$ cat src/rtl/minterm_scanner.sv
// Exhaustive truth-table sweeper: drives every input row into a combinational
// function, samples its output and streams the indices of true rows.
module minterm_scanner #(
  parameter int unsigned N_VARS        = 12,
  parameter int unsigned SETTLE_CYCLES = 1
) (
  input  logic              clk,
  input  logic              rst_n,
  input  logic              start,
  output logic [N_VARS-1:0] func_in,
  input  logic              func_out,
  output logic              m_valid,
  input  logic              m_ready,
  output logic [N_VARS-1:0] m_index,
  output logic              busy,
  output logic              done,
  output logic [N_VARS:0]   minterm_count
);

  localparam int unsigned CW = (SETTLE_CYCLES > 1) ? $clog2(SETTLE_CYCLES) : 1;
  localparam logic [CW-1:0] SETTLE_RELOAD = CW'(SETTLE_CYCLES - 1);

  typedef enum logic [2:0] {
    IDLE,
    DRIVE,
    SAMPLE,
    EMIT,
    DONE
  } state_t;

  state_t            state, state_next;
  logic [N_VARS-1:0] idx;
  logic [CW-1:0]     settle_cnt;

  logic idx_last;
  logic load_start;
  logic capture;
  logic handshake;
  logic advance;

  assign idx_last = &idx;

  always_comb begin
    state_next = state;
    load_start = 1'b0;
    capture    = 1'b0;
    handshake  = 1'b0;
    advance    = 1'b0;
    case (state)
      IDLE: begin
        if (start) begin
          load_start = 1'b1;
          state_next = DRIVE;
        end
      end
      DRIVE: begin
        if (settle_cnt == '0) state_next = SAMPLE;
      end
      SAMPLE: begin
        if (func_out) begin
          capture    = 1'b1;
          state_next = EMIT;
        end else if (idx_last) begin
          state_next = DONE;
        end else begin
          advance    = 1'b1;
          state_next = DRIVE;
        end
      end
      EMIT: begin
        if (m_valid && m_ready) begin
          handshake = 1'b1;
          if (idx_last) begin
            state_next = DONE;
          end else begin
            advance    = 1'b1;
            state_next = DRIVE;
          end
        end
      end
      DONE: begin
        state_next = IDLE;
      end
      default: begin
        state_next = IDLE;
      end
    endcase
  end

  always_ff @(posedge clk or negedge rst_n) begin
    if (!rst_n) begin
      state <= IDLE;
    end else begin
      state <= state_next;
    end
  end

  always_ff @(posedge clk or negedge rst_n) begin
    if (!rst_n) begin
      idx           <= '0;
      func_in       <= '0;
      settle_cnt    <= '0;
      m_valid       <= 1'b0;
      m_index       <= '0;
      minterm_count <= '0;
    end else begin
      if (load_start) begin
        idx           <= '0;
        func_in       <= '0;
        minterm_count <= '0;
        settle_cnt    <= SETTLE_RELOAD;
      end
      if (state == DRIVE && settle_cnt != '0) begin
        settle_cnt <= settle_cnt - 1'b1;
      end
      if (capture) begin
        m_index <= idx;
        m_valid <= 1'b1;
      end
      if (handshake) begin
        minterm_count <= minterm_count + 1'b1;
        m_valid       <= 1'b0;
      end
      if (advance) begin
        idx        <= idx + 1'b1;
        func_in    <= idx + 1'b1;
        settle_cnt <= SETTLE_RELOAD;
      end
    end
  end

  // Status flags decode straight from the state register so they clear with reset.
  assign busy = (state == DRIVE) || (state == SAMPLE) || (state == EMIT);
  assign done = (state == DONE);

endmodule

$ cat config.mk
export PLATFORM = sky130hd
export DESIGN_NAME = minterm_scanner
export DESIGN_NICKNAME = d
export VERILOG_FILES = /design/src/rtl/minterm_scanner.sv
export SDC_FILE = /design/constraint.sdc
export NUM_CORES = 1
export LEC_CHECK = 0
export ABC_CLOCK_PERIOD_IN_PS = 2500
export CAP_MARGIN = 10
export CELL_PAD_IN_SITES_DETAIL_PLACEMENT = 1
export CELL_PAD_IN_SITES_GLOBAL_PLACEMENT = 1
export CORE_MARGIN = 1
export CORE_UTILIZATION = 41
export CTS_BUF_LIST = sky130_fd_sc_hd__clkbuf_2 sky130_fd_sc_hd__clkbuf_4 sky130_fd_sc_hd__clkbuf_8
export DETAILED_ROUTE_END_ITERATION = 12
export PLACE_DENSITY_LB_ADDON = 0.1
export SYNTH_ARGS = -nofsm -noshare
export SYNTH_HDL_FRONTEND = slang
export SYNTH_SLANG_ARGS = --single-unit
export TNS_END_PERCENT = 100
$ cat constraint.sdc
create_clock -name clk -period 2.5 [get_ports clk]
set_clock_uncertainty 0.05 [all_clocks]
set_input_delay 0.5 -clock clk [delete_from_list [all_inputs] [get_ports clk]]
set_output_delay 0.5 -clock clk [all_outputs]
set_load 0.01 [all_outputs]
==> summary.txt <==
Clock tree
  – Num CTS Buffers: 5
  – Clock tree from TritonCTS: done
  – Sink Count: 42
  – CTS Hold Buffers Added: 0
  – Post-CTS Setup Inserts: 0
  – Post-CTS sizing: 0
  – Skew-Pair Late Insertion Delay: 0.29 ns
  – Max Root-Sink Buffers: 2
  – Htree depth: 2
  – Clock root buffer: clkbuf_8
  – CTS clock-pin slew for the worst setup and hold paths: 0.07 ns

Synthesis
  – Cells after Synth: 196
  – Syn avg cell area: 10.8 sq um
  – Synth unique cells: 49
  – Synthesized net count: 203
  – Yosys top cell by area: dfrtp_1
  – Top cells by area, synth: dfrtp_1, mux2_2, mux2i_1, nand2_1, nor3_1
  – Synth Flop Type: dfrtp_1
  – Yosys reg bits: 42
  – Post-synthesis instance area: 2110 sq um
  – Post-synth EDFFs: 0
  – Synth top area share: 49.8%
  – Synth warnings: 0
  – Sequential-to-total area share from yosys stat: 49.8%
  – Fraction of registers with async set/reset: 100%

Critical path
  – Crit path required time: 1.95 ns
  – Max FO, Critical Path: 9
  – CP Capture Type: output port
  – CP Class: flop to output port
  – Startpoint Class: flop
  – WP data arrival: 1.63 ns

Global routing
  – Initial antenna violation count: 0
  – Grt ovf: 0
  – Global-route wire length before repair: 8.88 mm
  – Vias in the first global route: 1,828
  – Total GRT Usage: 21.9%
  – Largest net degree at the start of global routing: 24

Power
  – PD cells: 904 nW/um^2
  – Lkg Pwr: 1.17 nW
  – Sw Share: 36.2%
  – Part of the power in registers: 42.2%
  – Design Power: 2.48 mW
  – P_int: 1.58 mW
  – Combinational share of power: 40.5%
  – Clk pwr share: 17.3%
  – Sw Pwr: 0.898 mW
  – Max IR drop VDD: 0.409 mV

STA
  – # setup viols final: 0
  – Unrepaired setup endpoints after global routing: no
  – Tmin final: 2.18 ns
  – Final setup margin: 0.325 ns
  – Setup Total Neg Slack: 0 ns
  – Slew Viols, Final: 0
  – Fin crit share: 87.0%
  – Slew margin rel.: 59.6%
  – Worst hold slack: 0.0989 ns
  – Fmax achieved: 460 MHz
  – Worst slew pin tran: 0.601 ns
  – Endpoints failing hold: 0

Place
  – Final Wtd Congestion: 0.805
  – Post-Place Setup Slack: 0.0987 ns
  – Area post-placement: 2660 sq um
  – IO buf count: 44
  – Dpl hpwl: 3.98 mm

Die
  – Die Y-Extent: 73.8 um
  – Row cnt: 25
  – Die ar.: 5440 sq um
  – Starting density of the core: 43.6%
  – IO Count: 45
  – Core ar.: 4850 sq um
  – Die Wd: 73.8 um

Drt
  – Residual DRC: 0
  – Vias/cell: 5.74
  – Drt pass-1 iters: 4
  – Initial drt markers: 80
  – Routed wire length: 5.42 mm
  – Via count: 1,808
  – Post-route antenna net violation count: 0
  – Post-DR wirelength/cell: 17.2 um

Cells and area
  – Share of cells above drive strength 1: 16.1%
  – Fillers: 532
  – Layout area overhead: 30.0%
  – Antenna fix cells: 0
  – Nets: 255
  – Cell area after layout: 2750 sq um

Run
  – Maxcap violations: 0

Hold path
  – Hold Crit Class: input pin to asynchronous set/reset pin

Run status
  – Status: completed
-- layout make-up --
type,instances,area (sq um),share of cell area (%)
Clock buffer,7,83.8,3.05
Sequential cell,42,1050,38.3
Tap cell,67,83.8,3.05
Timing Repair Buffer,53,503,18.3
Inverter,1,3.75,0.137
Multi-Input combinational cell,145,1020,37.1
-- layer usage --
| layer | global-route usage (%) | vias to the layer above | wire length [um] |
|---|---|---|---|
| li1 | - | 839 | - |
| met1 | 28.2 | 913 | 2420 |
| met2 | 36.2 | 47 | 2730 |
| met3 | 4.66 | 9 | 199 |
| met4 | 8.12 | 0 | 72 |
| met5 | 0 | - | 0 |
-- power groups by stage --
stage	Clock (mW)	Combinational, mW	Sequential [mW]
floorplan	0	0.536	1.04
global placement	0	0.984	1.05
detailed placement	0	1.01	1.06
CTS	0.451	1.02	1.05
global route	0.464	1.09	1.08
finish	0.429	1.00	1.05
-- state kept, by name, indices dropped and copies added, names as in the netlist --
name           count
minterm_count     13
idx               12
m_index           12
state              3
m_valid            1
settle_cnt         1
-- critical path, cell delays in order (launching register included) --
cell,delay [ns]
dfrtp_1,0.50
nor2_1,0.17
and2_1,0.14
clkdlybuf4s50_1,0.52
-- through the flow --
stage / std cells / util, %
4_1_cts: 315 / 56.6
2_1_floorplan: 196 / -
5_1_grt: 315 / 56.6
3_5_place_dp: 308 / 54.9
3_3_place_gp: 308 / 54.9
6_report: 315 / 56.6
-- cell families after synthesis --
family | after synthesis | share of synthesized area, %
AO/OA/AOI/OAI | 35 | 11.9
adder cells (fa/ha/maj) | 2 | 1.18
buffers and inverters | 9 | 1.95
flip-flops | 42 | 49.8
multiplexers | 23 | 11.7
AND/OR/NAND/NOR | 85 | 23.5
-- synth_stat cells (all sizes together), types with 2 or more instances --
| library cell | number |
|---|---|
| dfrtp | 42 |
| nand2 | 23 |
| mux2 | 14 |
| nor2 | 12 |
| nand3 | 11 |
| nor3 | 10 |
| mux2i | 9 |
| o21ai | 8 |
| a21oi | 7 |
| nand4 | 6 |
| nor4 | 5 |
| buf | 4 |
| clkbuf | 4 |
| o31ai | 4 |
| a211o | 3 |
| a221o | 3 |
| or4 | 3 |
| a211oi | 2 |
| and2 | 2 |
| and3 | 2 |
| ha | 2 |
| nand2b | 2 |
| nor2b | 2 |
| nor4b | 2 |
| o41ai | 2 |
-- path summary, 6_finish.rpt --
| path | startpoint | cells after the start | to | slack [ns] |
|---|---|---|---|---|
| setup / recovery | state[1] | 3 | done | 0.32 |
| hold / removal | rst_n | 1 | minterm_count[4] | 0.1 |
| setup reg to reg | idx[1] | 6 | idx[6] | 0.39 |
| hold reg to reg | minterm_count[12] | 1 | minterm_count[12] | 0.43 |
| max in group asynchronous | rst_n | 2 | m_index[2] | 1.63 |
| min in group clk | minterm_count[12] | 1 | minterm_count[12] | 0.43 |
-- layout by cell type (no fill, tap or decap), types with 7 or more instances in the layout --
master,n
nand2_1,23
nor3_1,10
mux2i_1,9
buf_4,9
nand3_1,9
dfrtp_1,42
o21ai_0,7
mux2_2,13
clkdlybuf4s50_1,43
nor2_1,11
(Power assumes the default switching activity.)
